## config.mk

```make
export PLATFORM = sky130hd
export DESIGN_NAME = resample_sched
export DESIGN_NICKNAME = d
export VERILOG_FILES = /design/src/rtl/resample_sched.sv
export SDC_FILE = /design/constraint.sdc
export NUM_CORES = 1
export LEC_CHECK = 0
export ABC_AREA = 0
export CORE_UTILIZATION = 51
export DETAILED_ROUTE_END_ITERATION = 16
export HOLD_SLACK_MARGIN = 0.02
export PLACE_DENSITY = 0.86
export SKIP_CTS_REPAIR_TIMING = 1
export SLEW_MARGIN = 25
export SYNTH_ARGS = -nofsm -noshare
export SYNTH_HDL_FRONTEND = slang
export SYNTH_SLANG_ARGS = --single-unit
```

## constraint.sdc

```tcl
create_clock -name clk -period 4.7 [get_ports clk]
set_input_delay 0.47 -clock clk [delete_from_list [all_inputs] [get_ports clk]]
set_output_delay 0.47 -clock clk [all_outputs]
set_load 0.1 [all_outputs]
```

## src/rtl/resample_sched.sv

```systemverilog
// rtl/resample_sched.sv - control sequencer for the 160/147 polyphase resampling FIR
// Owns both 4-phase handshakes, the phase accumulator and the MAC/delay-line strobes.
module resample_sched #(
  parameter int L       = 160,
  parameter int M       = 147,
  parameter int TAPS    = 4,
  parameter int L_LOG   = 8,
  parameter int TAP_LOG = 2,
  parameter int CA_LOG  = 10
) (
  input  logic               clk,
  input  logic               rst,
  output logic               req_in,
  input  logic               ack_in,
  output logic               req_out,
  input  logic               ack_out,
  output logic               shift_en,
  output logic [TAP_LOG-1:0] tap_sel,
  output logic [CA_LOG-1:0]  coef_addr,
  output logic               mac_clr,
  output logic               mac_en,
  output logic [L_LOG-1:0]   phase,
  output logic               frame_start
);

  typedef enum logic [2:0] {S_IDLE, S_REQ, S_REL, S_MAC, S_OUT, S_ORL} state_e;

  localparam logic [L_LOG:0]     M_W      = (L_LOG+1)'(M);
  localparam logic [L_LOG:0]     L_W      = (L_LOG+1)'(L);
  localparam logic [TAP_LOG-1:0] TAP_TOP  = TAP_LOG'(TAPS-1);
  localparam logic [TAP_LOG-1:0] TAP_ONE  = TAP_LOG'(1);
  localparam logic [CA_LOG-1:0]  L_CA     = CA_LOG'(L);
  localparam logic [CA_LOG-1:0]  RST_COEF = CA_LOG'((TAPS-1)*L);

  state_e             state_q, state_d;
  logic [TAP_LOG-1:0] tap_q, tap_d;
  logic [L_LOG-1:0]   phase_q, phase_d;
  logic [L_LOG:0]     phase_sum;
  logic [CA_LOG-1:0]  coef_q, coef_d;
  logic               req_in_q, req_out_q, shift_en_q;
  logic               mac_en_q, mac_clr_q, frame_start_q;

  always_comb begin
    state_d   = state_q;
    tap_d     = tap_q;
    phase_d   = phase_q;
    phase_sum = {1'b0, phase_q} + M_W;
    unique case (state_q)
      S_IDLE: state_d = S_REQ;
      S_REQ:  if (ack_in) state_d = S_REL;
      S_REL: begin
        if (!ack_in) begin
          state_d = S_MAC;
          tap_d   = TAP_TOP;
        end
      end
      S_MAC: begin
        if (tap_q == '0) begin
          state_d = S_OUT;
          tap_d   = TAP_TOP;
        end else begin
          tap_d = tap_q - TAP_ONE;
        end
      end
      S_OUT: if (ack_out) state_d = S_ORL;
      S_ORL: begin
        // A wrap past L means the next branch needs one more input sample.
        if (!ack_out) begin
          if (phase_sum >= L_W) begin
            phase_d = L_LOG'(phase_sum - L_W);
            state_d = S_REQ;
          end else begin
            phase_d = phase_sum[L_LOG-1:0];
            state_d = S_MAC;
            tap_d   = TAP_TOP;
          end
        end
      end
      default: state_d = S_IDLE;
    endcase
    coef_d = CA_LOG'(tap_d) * L_CA + CA_LOG'(phase_d);
  end

  // Outputs are registered from the next-state values so they line up with state_q.
  always_ff @(posedge clk or negedge rst) begin
    if (!rst) begin
      state_q       <= S_IDLE;
      tap_q         <= TAP_TOP;
      phase_q       <= '0;
      coef_q        <= RST_COEF;
      req_in_q      <= 1'b0;
      req_out_q     <= 1'b0;
      shift_en_q    <= 1'b0;
      mac_en_q      <= 1'b0;
      mac_clr_q     <= 1'b0;
      frame_start_q <= 1'b0;
    end else begin
      state_q       <= state_d;
      tap_q         <= tap_d;
      phase_q       <= phase_d;
      coef_q        <= coef_d;
      req_in_q      <= (state_d == S_REQ);
      req_out_q     <= (state_d == S_OUT);
      shift_en_q    <= (state_d == S_REL) && (state_q != S_REL);
      mac_en_q      <= (state_d == S_MAC);
      mac_clr_q     <= (state_d == S_MAC) && (tap_d == TAP_TOP);
      frame_start_q <= (state_d == S_MAC) && (phase_d == '0);
    end
  end

  assign req_in      = req_in_q;
  assign req_out     = req_out_q;
  assign shift_en    = shift_en_q;
  assign tap_sel     = tap_q;
  assign coef_addr   = coef_q;
  assign mac_clr     = mac_clr_q;
  assign mac_en      = mac_en_q;
  assign phase       = phase_q;
  assign frame_start = frame_start_q;

endmodule

```

==> metrics.md, run 1 <==
| Metric | Value |
|---|---|
| Mapped Area | `1520 um2` |
| Max layer used | `met4` |
| Met1 WL | `between 1000 and 1500 um` |
| Crit end category | `flip-flop` |
| CP Class | `flip-flop to flip-flop` |
| Post-synth ARST share | `1.00` |
| Layout area overhead | `19.1%` |
| Synth warn | `0` |
| Commonest non-fill, non-tap cell in the layout | `clkdlybuf4s50_1` |
| CTS tree | `done` |
| Startpoint Class | `flip-flop` |
| DRT antenna net count | `0` |
| CP delay by family, top | `adder cells` |
| Status | `finished, final reports clean` |
| Total grt overflow | `0` |
| Via/cell ratio | `5.67` |
| DP Cell Count | `201` |
| Clock Latency Late Sink | `~320 ps` |
| Layout Cells excl Fill | `between 200 and 250` |
| Slew headroom | `0.345` |
| WP buf/inv | `4` |
| Largest cells by area after synthesis | `dfrtp_1, dfstp_2, ha_1, xnor2_1, a21oi_1` |
| Setup TNS | `0 ps` |
| Critical path cell sequence | `inv_1 > ha_1 > and3b_1 > o21ai_0 > xnor2_1 > inv_1 > ha_1 > inv_1 > a221oi_4 > or4b_1 > o211ai_1 > ha_1 > inv_1 > fa_1 > nor2b_1 > o21a_1` |
| Cell Rows | `19` |
| Avg Cell Area, Syn | `between 10 and 15 um2` |
| Fraction of layout cells with a size suffix above 1 | `0.121` |
| CP peak stage delay | `520 ps` |
| CP Data Required Time | `approximately 5000 ps` |
| Synth top area share | `0.297` |
| Worst-path clk slew | `approximately 140 ps` |
| Total global routing track utilization | `0.217` |
| Core ar. | `around 2800 um2` |
| Fmax | `roughly 0.26 GHz` |
| Starting Density | `0.545` |
| N_diodes | `0` |
| Met2 wire len | `1520 um` |
| Number of CTS-inserted buffers | `3` |
| Layout Nets | `187` |
| Slew Limit Fails | `0` |
| Routability cong. | `approximately 0.80` |
| Period utilisation layout | `0.807` |
| IO buf count | `29` |
| Initial antenna violation count | `0` |
| DP HPWL | `2280 um` |
| Yosys reg bits | `24` |
| Starting DRT DRC Count | `26` |
| Root Buffer | `clkbuf_4` |
| Hold Path Class | `input port to asynchronous set/reset pin` |
| CP max FO | `8` |
| Global-route wire length before repair | `between 5000 and 6000 um` |
| Synth Instances | `151` |
| Yosys cell types | `50` |
| Final Hold Violating Endpoints | `0` |
| Sequential area share after synthesis | `0.401` |
| Total Wirelength | `3000 um` |
| R2R setup slack | `910 ps` |
| Endpoints failing setup | `0` |
| Max cap viols | `0` |
| Met3 wire length | `approximately 150 um` |
| Die footprint | `3200 um2` |
| Post-synth net total | `~160` |
| Measured slew at the worst slew-check pin | `slightly below 1000 ps` |
| Residual DRC | `0` |
| # H-tree levels | `1` |
| Final min period | `3790 ps` |
| Slowest cell on the critical path | `or4b_1` |
| RSZ-0062 raised after global routing | `false` |
| Vias in the first global route | `1,146` |
| Via count | `between 1,000 and 1,500` |
| Die X | `56.5 um` |
| Vert. Die Dim | `56.5 um` |
| Most frequent cells in the layout | `clkdlybuf4s50_1, dfrtp_1, inv_1, nor2_1` |
| WP data arrival | `4070 ps` |
| Worst Clk Skew | `11.5 ps` |
| Post-DR wirelength/cell | `14.6 um` |
| CTS Sinks | `24` |
| Buffer depth of the longest clock path | `2` |
| Largest net degree at the start of global routing | `25` |
| Cell mode on critical path | `inv_1` |
| Ports | `30` |
| EDFF count, synth | `0` |
| Drt pass-1 iters | `4` |
| Area leader, netlist | `dfrtp_1` |
| Prevailing post-synth register cell | `dfrtp_1` |
[metal layers]
layer  vias up  GRT usage
met1       545      0.277
met4         0     0.0906
met2        37      0.360
met3         8     0.0415
li1        573          -
met5         -          0
[worst paths after layout]
kind,end,depth (start not counted),from
max,coef_addr[9],16,coef_addr[0]
min,coef_addr[1],1,rst
max reg2reg,coef_addr[9],16,coef_addr[0]
min reg2reg,tap_sel[0],1,tap_sel[0]
max in group asynchronous,tap_sel[0],1,rst
min in group clk,tap_sel[0],1,tap_sel[0]
[cell usage after synthesis, types with 2 or more instances]
cell type   n
a21o_1      2
a21oi_1     9
and4bb_1    2
buf_2       2
buf_4       6
dfrtp_1    18
dfstp_2     6
ha_1        7
inv_1      12
nand2_1     9
nand2b_1    4
nor2_1     12
nor2b_1     4
nor3_1      3
o211a_1     2
o211ai_1    2
o21a_1      3
o21ai_0     5
o22a_1      3
o22ai_1     2
or4b_1      2
xnor2_1     7
xor2_1      2
[per-stage QoR]
stage           util  setup slack (ps)  hold WS, ps  cell area [um2]
2_1_floorplan      -               524          174             1520
3_3_place_gp   0.638              1170          620             1780
3_5_place_dp   0.638               995          631             1780
4_1_cts        0.651               938          650             1810
5_1_grt        0.650               604          133             1810
6_report       0.650               909         90.4             1810
[sequential cells by signal, summed over array words and instances (netlist names)]
| name | cells |
|---|---|
| state_q | 3 |
| coef_addr | 10 |
| tap_sel | 2 |
| phase | 3 |
| req_in | 1 |
| req_out | 1 |
| mac_en | 1 |
| mac_clr | 1 |
| frame_start | 1 |
| shift_en | 1 |
[cell families after synthesis]
group / count (synthesis) / synth area share
flops: 24 / 0.401
buf+inv: 23 / 0.0784
compound gates: 39 / 0.201
simple gates: 47 / 0.190
fa+ha+maj: 9 / 0.0784
xor+xnor: 9 / 0.0520
[cell type report]
class,count,area [um2]
multi-input combinational,104,790
inverter,13,48.8
fill,224,975
tap,31,38.8
clock buffer,4,36.3
sequential,24,608
timing repair buffer,29,285
Power of run 1 is not shown: default switching activity piles up to over one toggle a cycle in this logic, so the estimate is an artifact.
==> run 2: changes to the inputs <==
clock period = 3.9 ns   (was 4.7 ns; I/O delays follow)
==> metrics.md, run 2 (synthesis gave the netlist of run 1 again) <==
| Metric | Value |
|---|---|
| Layout area overhead | `23.5%` |
| WP data arrival | `3990 ps` |
| Post-DR wirelength/cell | `14.8 um` |
| Total Wirelength | `between 3000 and 4000 um` |
| Die footprint | `3200 um2` |
| Fraction of layout cells with a size suffix above 1 | `0.167` |
| Startpoint Class | `flip-flop` |
| CP peak stage delay | `520 ps` |
| FF-to-FF path depth | `16` |
| Final min period | `3710 ps` |
| Final Hold Violating Endpoints | `0` |
| CP Data Required Time | `4180 ps` |
| Setup TNS | `0 ps` |
| Total grt overflow | `0` |
| Worst-path clk slew | `140 ps` |
| IO buf count | `29` |
| Slew Limit Fails | `0` |
| Die X | `56.5 um` |
| CTS Sinks | `24` |
| Levels on crit path | `16` |
| CP Class | `flip-flop to flip-flop` |
| Cell mode on critical path | `inv_1` |
| R2R setup slack | `190 ps` |
| Initial antenna violation count | `0` |
| Critical path cell sequence | `inv_1 > ha_1 > and3b_1 > o21ai_0 > xnor2_1 > inv_1 > ha_1 > inv_1 > a221oi_4 > or4b_1 > o211ai_1 > ha_2 > inv_1 > fa_1 > nor2b_1 > o21a_1` |
| Starting Density | `0.545` |
| Starting DRT DRC Count | `29` |
| Endpoints failing setup | `0` |
| Layout Nets | `around 190` |
| DP Cell Count | `201` |
| Vias in the first global route | `1,172` |
| Core ar. | `2780 um2` |
| CTS tree | `done` |
| Global-route wire length before repair | `5180 um` |
| Final core occ | `0.673` |
| # H-tree levels | `1` |
| DP HPWL | `2260 um` |
| N_diodes | `0` |
| Max cap viols | `0` |
| Final instance area | `1870 um2` |
| Measured slew at the worst slew-check pin | `992 ps` |
| Residual DRC | `0` |
| Root Buffer | `clkbuf_4` |
| WP buf/inv | `4` |
| Hold Path Class | `input port to asynchronous set/reset pin` |
| Total global routing track utilization | `0.204` |
| Layout Cells excl Fill | `211` |
| Cell Rows | `19` |
| Slew headroom | `0.337` |
| Worst Clk Skew | `1.33 ps` |
| Drt pass-1 iters | `5` |
| CP max FO | `6` |
| Most frequent cells in the layout | `clkdlybuf4s50_1, dfrtp_1, inv_1, nor2_1` |
| Clock Latency Late Sink | `320 ps` |
| Crit end category | `flip-flop` |
| Largest net degree at the start of global routing | `25` |
| Routability cong. | `~0.85` |
| Via/cell ratio | `5.95` |
| DRT antenna net count | `0` |
| CP delay by family, top | `adder cells` |
| Number of CTS-inserted buffers | `3` |
| Fmax | `around 0.27 GHz` |
| Buffer depth of the longest clock path | `2` |
| Commonest non-fill, non-tap cell in the layout | `clkdlybuf4s50_1` |
| Ports | `30` |
| Slowest cell on the critical path | `or4b_1` |
| Vert. Die Dim | `56.5 um` |
| Max reg flops | `10` |
| Period utilisation layout | `0.953` |
| Area after DPL | `about 1800 um2` |
| Status | `finished, final reports clean` |
| Via count | `1,256` |
-- run 2: layer usage --
metal | part of all wire | global-route usage | vias to the layer above
li1 | - | - | 588
met4 | 0.013 | 0.0697 | 0
met3 | 0.053 | 0.0230 | 8
met5 | 0 | 0 | -
met2 | 0.52 | 0.363 | 55
met1 | 0.42 | 0.253 | 605
-- run 2: worst paths after layout --
kind / startpoint / end
setup / recovery: coef_addr[0] / coef_addr[9]
max in group asynchronous: rst / coef_addr[0]
hold / removal: rst / state_q[2]
hold reg to reg: tap_sel[0] / tap_sel[0]
min in group clk: tap_sel[0] / tap_sel[0]
setup reg to reg: coef_addr[0] / coef_addr[9]
-- run 2: stage by stage --
step           setup WS (ps)  hold WS, ps
6_report                 185         10.7
5_1_grt                -42.7         50.0
4_1_cts                  181         40.0
3_5_place_dp             243          399
3_3_place_gp             437          607
2_1_floorplan           69.4         94.4
-- run 2: layout make-up --
type                            count  area (um2)
Inverter                           13        48.8
Fill cell                         207         908
Multi-Input combinational cell    104         792
Clock buffer                        3        22.5
Tap cell                           31        38.8
Sequential cell                    24         611
Timing Repair Buffer               35         330
Clock inverter                      1        30.0
Power of run 2 is left out for the same reason.
